[src/rtl/cmsdk_apb_timclken_gen.sv]
// cmsdk_apb_timclken_gen
// APB-programmable clock-enable generator for the dual timers. Each of the two
// channels is a reload down-counter in the PCLK domain. Every DIVn+1 ticks the
// channel raises its TIMCLKENn for one PCLK cycle.
// Optional feature macro: CLKEN_GEN_EXTIN_EN. When it is defined, the block
// adds an EXTIN port. A channel can then count synchronised EXTIN rising edges
// instead of PCLK cycles.

module cmsdk_apb_timclken_gen #(
  parameter int DIV_WIDTH = 16
) (
  input  logic        PCLK,
  input  logic        PRESETn,
  input  logic        PSEL,
  input  logic        PENABLE,
  input  logic        PWRITE,
  input  logic [11:2] PADDR,
  input  logic [31:0] PWDATA,
  output logic [31:0] PRDATA,
`ifdef CLKEN_GEN_EXTIN_EN
  input  logic        EXTIN,
`endif
  output logic        TIMCLKEN1,
  output logic        TIMCLKEN2
);

  localparam logic [9:0] ADDR_CTRL = 10'h000;
  localparam logic [9:0] ADDR_DIV1 = 10'h001;
  localparam logic [9:0] ADDR_DIV2 = 10'h002;
  localparam logic [9:0] ADDR_CNT1 = 10'h003;
  localparam logic [9:0] ADDR_CNT2 = 10'h004;

  logic                 wr_en;
  logic                 rd_en;
  logic                 en1;
  logic                 en2;
  logic                 sync_pending;
  logic [DIV_WIDTH-1:0] div1;
  logic [DIV_WIDTH-1:0] div2;
  logic [DIV_WIDTH-1:0] cnt1;
  logic [DIV_WIDTH-1:0] cnt2;
  logic                 tick1;
  logic                 tick2;
  logic [31:0]          rd_mux;
  logic                 unused_ok;

  // Writes and reads both act on the setup-phase edge, so there are zero wait states.
  assign wr_en = PSEL & PWRITE & ~PENABLE;
  assign rd_en = PSEL & ~PWRITE & ~PENABLE;

  // Not every PWDATA bit maps to a register field.
  assign unused_ok = ^PWDATA;

`ifdef CLKEN_GEN_EXTIN_EN
  logic       src1;
  logic       src2;
  logic [2:0] ext_sync;
  logic       ext_rise;

  // Two-flop synchroniser on EXTIN, plus a delayed copy for edge detection.
  always_ff @(posedge PCLK or negedge PRESETn) begin
    if (!PRESETn) ext_sync <= 3'b000;
    else          ext_sync <= {ext_sync[1:0], EXTIN};
  end

  assign ext_rise = ext_sync[1] & ~ext_sync[2];
  assign tick1    = ~src1 | ext_rise;
  assign tick2    = ~src2 | ext_rise;

  // Select a source for each channel: src=1 counts EXTIN edges instead of PCLK.
  always_ff @(posedge PCLK or negedge PRESETn) begin
    if (!PRESETn) begin
      src1 <= 1'b0;
      src2 <= 1'b0;
    end else if (wr_en && PADDR == ADDR_CTRL) begin
      src1 <= PWDATA[3];
      src2 <= PWDATA[4];
    end
  end
`else
  assign tick1 = 1'b1;
  assign tick2 = 1'b1;
`endif

  // Update the CTRL and DIV registers. SYNC is a one-cycle request that clears itself.
  always_ff @(posedge PCLK or negedge PRESETn) begin
    if (!PRESETn) begin
      en1          <= 1'b0;
      en2          <= 1'b0;
      sync_pending <= 1'b0;
      div1         <= '0;
      div2         <= '0;
    end else begin
      sync_pending <= 1'b0;
      if (wr_en) begin
        case (PADDR)
          ADDR_CTRL: begin
            en1          <= PWDATA[0];
            en2          <= PWDATA[1];
            sync_pending <= PWDATA[2];
          end
          ADDR_DIV1: div1 <= PWDATA[DIV_WIDTH-1:0];
          ADDR_DIV2: div2 <= PWDATA[DIV_WIDTH-1:0];
          default:   ;
        endcase
      end
    end
  end

  // Channel 1 reload counter. SYNC or a disabled channel keeps the counter preloaded.
  always_ff @(posedge PCLK or negedge PRESETn) begin
    if (!PRESETn) begin
      cnt1      <= '0;
      TIMCLKEN1 <= 1'b0;
    end else if (sync_pending || !en1) begin
      cnt1      <= div1;
      TIMCLKEN1 <= 1'b0;
    end else if (tick1) begin
      if (cnt1 == '0) begin
        cnt1      <= div1;
        TIMCLKEN1 <= 1'b1;
      end else begin
        cnt1      <= cnt1 - 1'b1;
        TIMCLKEN1 <= 1'b0;
      end
    end else begin
      TIMCLKEN1 <= 1'b0;
    end
  end

  // Channel 2 reload counter. It uses the same scheme as channel 1.
  always_ff @(posedge PCLK or negedge PRESETn) begin
    if (!PRESETn) begin
      cnt2      <= '0;
      TIMCLKEN2 <= 1'b0;
    end else if (sync_pending || !en2) begin
      cnt2      <= div2;
      TIMCLKEN2 <= 1'b0;
    end else if (tick2) begin
      if (cnt2 == '0) begin
        cnt2      <= div2;
        TIMCLKEN2 <= 1'b1;
      end else begin
        cnt2      <= cnt2 - 1'b1;
        TIMCLKEN2 <= 1'b0;
      end
    end else begin
      TIMCLKEN2 <= 1'b0;
    end
  end

  // Read mux. Unmapped addresses read zero, and SYNC always reads back as 0.
  always_comb begin
    rd_mux = '0;
    case (PADDR)
      ADDR_CTRL: begin
        rd_mux[0] = en1;
        rd_mux[1] = en2;
`ifdef CLKEN_GEN_EXTIN_EN
        rd_mux[3] = src1;
        rd_mux[4] = src2;
`endif
      end
      ADDR_DIV1: rd_mux[DIV_WIDTH-1:0] = div1;
      ADDR_DIV2: rd_mux[DIV_WIDTH-1:0] = div2;
      ADDR_CNT1: rd_mux[DIV_WIDTH-1:0] = cnt1;
      ADDR_CNT2: rd_mux[DIV_WIDTH-1:0] = cnt2;
      default:   rd_mux = '0;
    endcase
  end

  // PRDATA is registered. It holds data only after a read setup edge and is zero otherwise.
  always_ff @(posedge PCLK or negedge PRESETn) begin
    if (!PRESETn)   PRDATA <= '0;
    else if (rd_en) PRDATA <= rd_mux;
    else            PRDATA <= '0;
  end

endmodule

[config.mk]
export PLATFORM = sky130hd
export DESIGN_NAME = cmsdk_apb_timclken_gen
export DESIGN_NICKNAME = d
export VERILOG_FILES = /design/src/rtl/cmsdk_apb_timclken_gen.sv
export SDC_FILE = /design/constraint.sdc
export NUM_CORES = 1
export LEC_CHECK = 0
export CAP_MARGIN = 20
export CORE_ASPECT_RATIO = 0.7
export CORE_MARGIN = 2
export CORE_UTILIZATION = 45
export DETAILED_ROUTE_END_ITERATION = 8
export DONT_BUFFER_PORTS = 1
export GPL_ROUTABILITY_DRIVEN = 0
export SYNTH_ARGS = -nofsm -noshare
export SYNTH_HDL_FRONTEND = slang
export SYNTH_SLANG_ARGS = --single-unit
[constraint.sdc]
create_clock -name PCLK -period 3.9 [get_ports PCLK]
set_input_delay 1.17 -clock PCLK [delete_from_list [all_inputs] [get_ports PCLK]]
set_output_delay 1.17 -clock PCLK [all_outputs]
set_load 0.01 [all_outputs]
==> PnR_summary.wiki <==
{| class="wikitable"
! Metric !! Value
|-
| Clock latency of the later-clocked register in the worst-skew pair || roughly 340 ps
|-
| Endpoints failing hold || 0
|-
| Gr usage total || 0.2001
|-
| Most common flop cell mapped by yosys || sky130_fd_sc_hd__dfrtp_1
|-
| Ports placed on the boundary || 81
|-
| First-pass GRT wire length || 15.27 mm
|-
| Initial core utilization || 0.4634
|-
| Post-synth EDFFs || 0
|-
| Leak Pwr || 2.208 nW
|-
| DR vias/cell || between 5 and 6
|-
| Outcome || finished, final reports clean
|-
| Root buffer cell || sky130_fd_sc_hd__clkbuf_16
|-
| Total Power || 1.907 mW
|-
| TritonRoute pass-1 iters || 5
|-
| Required time of the critical path || approximately 4100 ps
|-
| Antenna violations before repair || 0
|-
| Area enclosed by the die boundary || 0.01010 mm²
|-
| Met3 demand-to-capacity share in global routing || 0.06114
|-
| Transition at the pin with the smallest max-transition slack || between 900 and 1000 ps
|-
| Class of the most critical hold timing path || register to register
|-
| Arrival time at the worst endpoint || 2920 ps
|-
| HPWL after detailed placement || 6.714 mm
|-
| Type of destination of the critical path || register
|-
| Share of async-settable or async-resettable flops after synthesis || 1.000
|-
| GR Layer Usage met1 || 0.3103
|-
| Cells along the critical path || nor4_1 > nand2_1 > or4_4 > nor3b_4 > buf_4 > mux2_2
|-
| Cell with the biggest individual delay on the critical path || sky130_fd_sc_hd__or4_4
|-
| Share of final-layout standard cells stronger than drive strength 1 || 0.1571
|-
| Total power density per cell area || between 400 and 500 mW/mm²
|-
| Maximum ir drop on the vdd rail || 0.0002263 V
|-
| Slew Viols, Final || 0
|-
| Reg-to-Reg Start || cnt2[6]
|-
| Avg Synthesized Cell Area || roughly 10 µm²
|-
| H-tree levels || 3
|-
| Yosys reg bits || 85
|-
| Via count of the first global-routing pass || 2787
|-
| Maximum number of pins on one net before global-route repair || between 80 and 90
|-
| Area overhead of the layout relative to synthesis || 8.966%
|-
| Residual DRC || 0
|-
| Max cap viols || 0
|-
| Die W || 119.3 µm
|-
| Max Clock Skew || roughly 6.4 ps
|-
| CP max stage delay || 530 ps
|-
| Synthesized netlist cell count || 400
|-
| CTS buffer count || 9
|-
| Num rows || 29
|-
| Count of yosys warnings during synthesis || 0
|-
| Register area share after synthesis || 0.5081
|-
| Met2 Use GR || 0.2680
|-
| Via count || 2881
|-
| Resized Gates After CTS || 0
|-
| Worst-path fanout max || 16
|-
| Number of setup violations in the final report || 0
|-
| CP Class || input port to register
|-
| Initial DRC Count || 273
|-
| Max-Slew Margin vs Limit || 0.3449
|-
| Number of nets in the layout || ~450
|-
| Busiest layer in global routing || met1
|-
| Number of buffer cells added on primary ports || 0
|-
| Number of buffers and inverters on the critical path || 1
|-
| Crit path launch || PADDR[9]
|-
| Max clock buf depth || 2
|-
| Core Area || 0.009035 mm²
|-
| Period utilization || 0.6919
|-
| Number of buffers inserted to repair setup after CTS || 0
|-
| Startpoint types || input port
|-
| Final antenna diode count || 0
|-
| Number of clock sinks || 85
|-
| Unrepaired setup endpoints after global routing || no
|-
| Mapped Area || 0.004187 mm²
|-
| Distinct cell type count after synthesis || 40
|-
| Cell type group with the largest total delay on the critical path || simple AND/OR/NAND/NOR gates
|-
| Detailed Route WL || 9.348 mm
|-
| Post-CTS Hold Buffers || 0
|-
| Routed length per placed instance || 17.81 µm
|-
| Clock slew at the register clock pins of the worst setup and hold paths || around 60 ps
|-
| DRT antenna net count || 0
|-
| Fmax || 370.6 MHz
|-
| Hold path startpoint || div1[4]
|-
| Die Ht || 84.70 µm
|-
| Global route total overflow || 0
|-
| CTS tree || done
|-
| Final TNS setup || 0 ps
|-
| Final worst path period need || about 2700 ps
|}
[state kept, by name, summed over array words and instances (netlist names)]
name and count:
en2 1, sync_pending 1, cnt1 16, div2 16, PRDATA 16, cnt2 16
TIMCLKEN2 1, div1 16, TIMCLKEN1 1, en1 1
[cell usage in the layout (no fill, tap or decap), types with 2 or more instances in the layout]
cell type	instances
sky130_fd_sc_hd__dfrtp_1	85
sky130_fd_sc_hd__or3_1	2
sky130_fd_sc_hd__nor2b_1	3
sky130_fd_sc_hd__buf_4	5
sky130_fd_sc_hd__nor2_1	58
sky130_fd_sc_hd__nor4_1	6
sky130_fd_sc_hd__clkbuf_16	9
sky130_fd_sc_hd__mux2_2	35
sky130_fd_sc_hd__and2_1	2
sky130_fd_sc_hd__ha_1	4
sky130_fd_sc_hd__nand3_1	5
sky130_fd_sc_hd__mux2i_1	5
sky130_fd_sc_hd__or4_1	3
sky130_fd_sc_hd__or3_2	2
sky130_fd_sc_hd__a21oi_1	18
sky130_fd_sc_hd__bufinv_16	3
sky130_fd_sc_hd__xor2_1	13
sky130_fd_sc_hd__conb_1	16
sky130_fd_sc_hd__a221oi_1	13
sky130_fd_sc_hd__nand2b_1	3
sky130_fd_sc_hd__nand4_1	2
sky130_fd_sc_hd__a22oi_1	14
sky130_fd_sc_hd__clkbuf_1	2
sky130_fd_sc_hd__nor3_1	12
sky130_fd_sc_hd__inv_1	7
sky130_fd_sc_hd__xnor2_1	15
sky130_fd_sc_hd__o21ai_0	17
sky130_fd_sc_hd__nand2_1	27
[kinds of logic after synthesis]
kind of cell,after synthesis,synth area share
xor+xnor,28,0.05858
compound gates,68,0.1037
other cells,1,0.0008957
fa+ha+maj,4,0.01196
flops,85,0.5081
buf+inv,42,0.06097
mux,40,0.1061
simple gates,132,0.1497
[tightest hold or removal path, stage by stage (launching register included)]
cell and delay (ps):
sky130_fd_sc_hd__dfrtp_1 370, sky130_fd_sc_hd__nand2_1 60, sky130_fd_sc_hd__o21ai_0 60
[Yosys cell counts, types with 2 or more instances]
cell	count	share of area
sky130_fd_sc_hd__o21ai_0	17	0.020
sky130_fd_sc_hd__nor3_1	12	0.014
sky130_fd_sc_hd__or3_2	2	0.0036
sky130_fd_sc_hd__dfrtp_1	85	0.51
sky130_fd_sc_hd__ha_1	4	0.012
sky130_fd_sc_hd__nand2b_1	3	0.0045
sky130_fd_sc_hd__nand3_1	5	0.0060
sky130_fd_sc_hd__inv_1	7	0.0063
sky130_fd_sc_hd__or4_1	3	0.0054
sky130_fd_sc_hd__nand2_1	27	0.024
sky130_fd_sc_hd__mux2i_1	5	0.012
sky130_fd_sc_hd__or3_1	2	0.0030
sky130_fd_sc_hd__a22oi_1	14	0.025
sky130_fd_sc_hd__a221oi_1	13	0.027
sky130_fd_sc_hd__xnor2_1	15	0.031
sky130_fd_sc_hd__mux2_2	35	0.094
sky130_fd_sc_hd__buf_6	3	0.0081
sky130_fd_sc_hd__clkbuf_1	14	0.013
sky130_fd_sc_hd__xor2_1	13	0.027
sky130_fd_sc_hd__a31oi_1	2	0.0030
sky130_fd_sc_hd__buf_4	17	0.030
sky130_fd_sc_hd__a21oi_1	18	0.022
sky130_fd_sc_hd__nand4_1	2	0.0030
sky130_fd_sc_hd__nor2b_1	3	0.0045
sky130_fd_sc_hd__and2_1	2	0.0030
sky130_fd_sc_hd__nor2_1	58	0.052
sky130_fd_sc_hd__nor4_1	6	0.0090
[routing by layer]
metal	vias up	part of all wire	wire length, µm
met5	-	0	0
met4	0	0.012	109
met3	13	0.084	784
met2	118	0.40	3747
met1	1387	0.50	4707
li1	1363	-	-
[where the power goes]
part	internal [mW]	leakage (nW)	switching [mW]
Combinational	0.0192	0.854	0.0310
Clock	0.642	0.167	0.325
Sequential	0.885	1.19	0.00439
Total	1.55	2.21	0.360
[worst paths after layout]
kind	endpoint	slack [ps]	cells after the start
worst max-delay path	div1[14]	1200	6
worst min-delay path	cnt1[4]	520	2
worst max register to register	cnt2[0]	1320	5
worst min register to register	cnt1[4]	520	2
max in group asynchronous	div1[2]	3260	0
min in group asynchronous	cnt1[13]	530	0
[through the flow]
step	hold WS (ps)	utilization	instances	setup slack (ps)	cell area, µm²
floorplan	467.3	-	415	889.3	4243
global placement	493.0	0.4671	509	852.5	4220
detailed placement	504.4	0.4671	509	859.9	4220
CTS	516.0	0.5049	525	1205	4562
global route	505.1	0.5049	525	1126	4562
finish	524.2	0.5049	525	1202	4562
[cell type report]
class	count	area, µm²
Multi-Input combinational cell	288	1874
Fill cell	826	4473
Tap cell	124	155.1
Sequential cell	85	2127
Timing Repair Buffer	5	37.54
Clock inverter	4	95.09
Inverter	7	26.28
Clock buffer	12	246.5
Power figures use the tool's default switching activity.
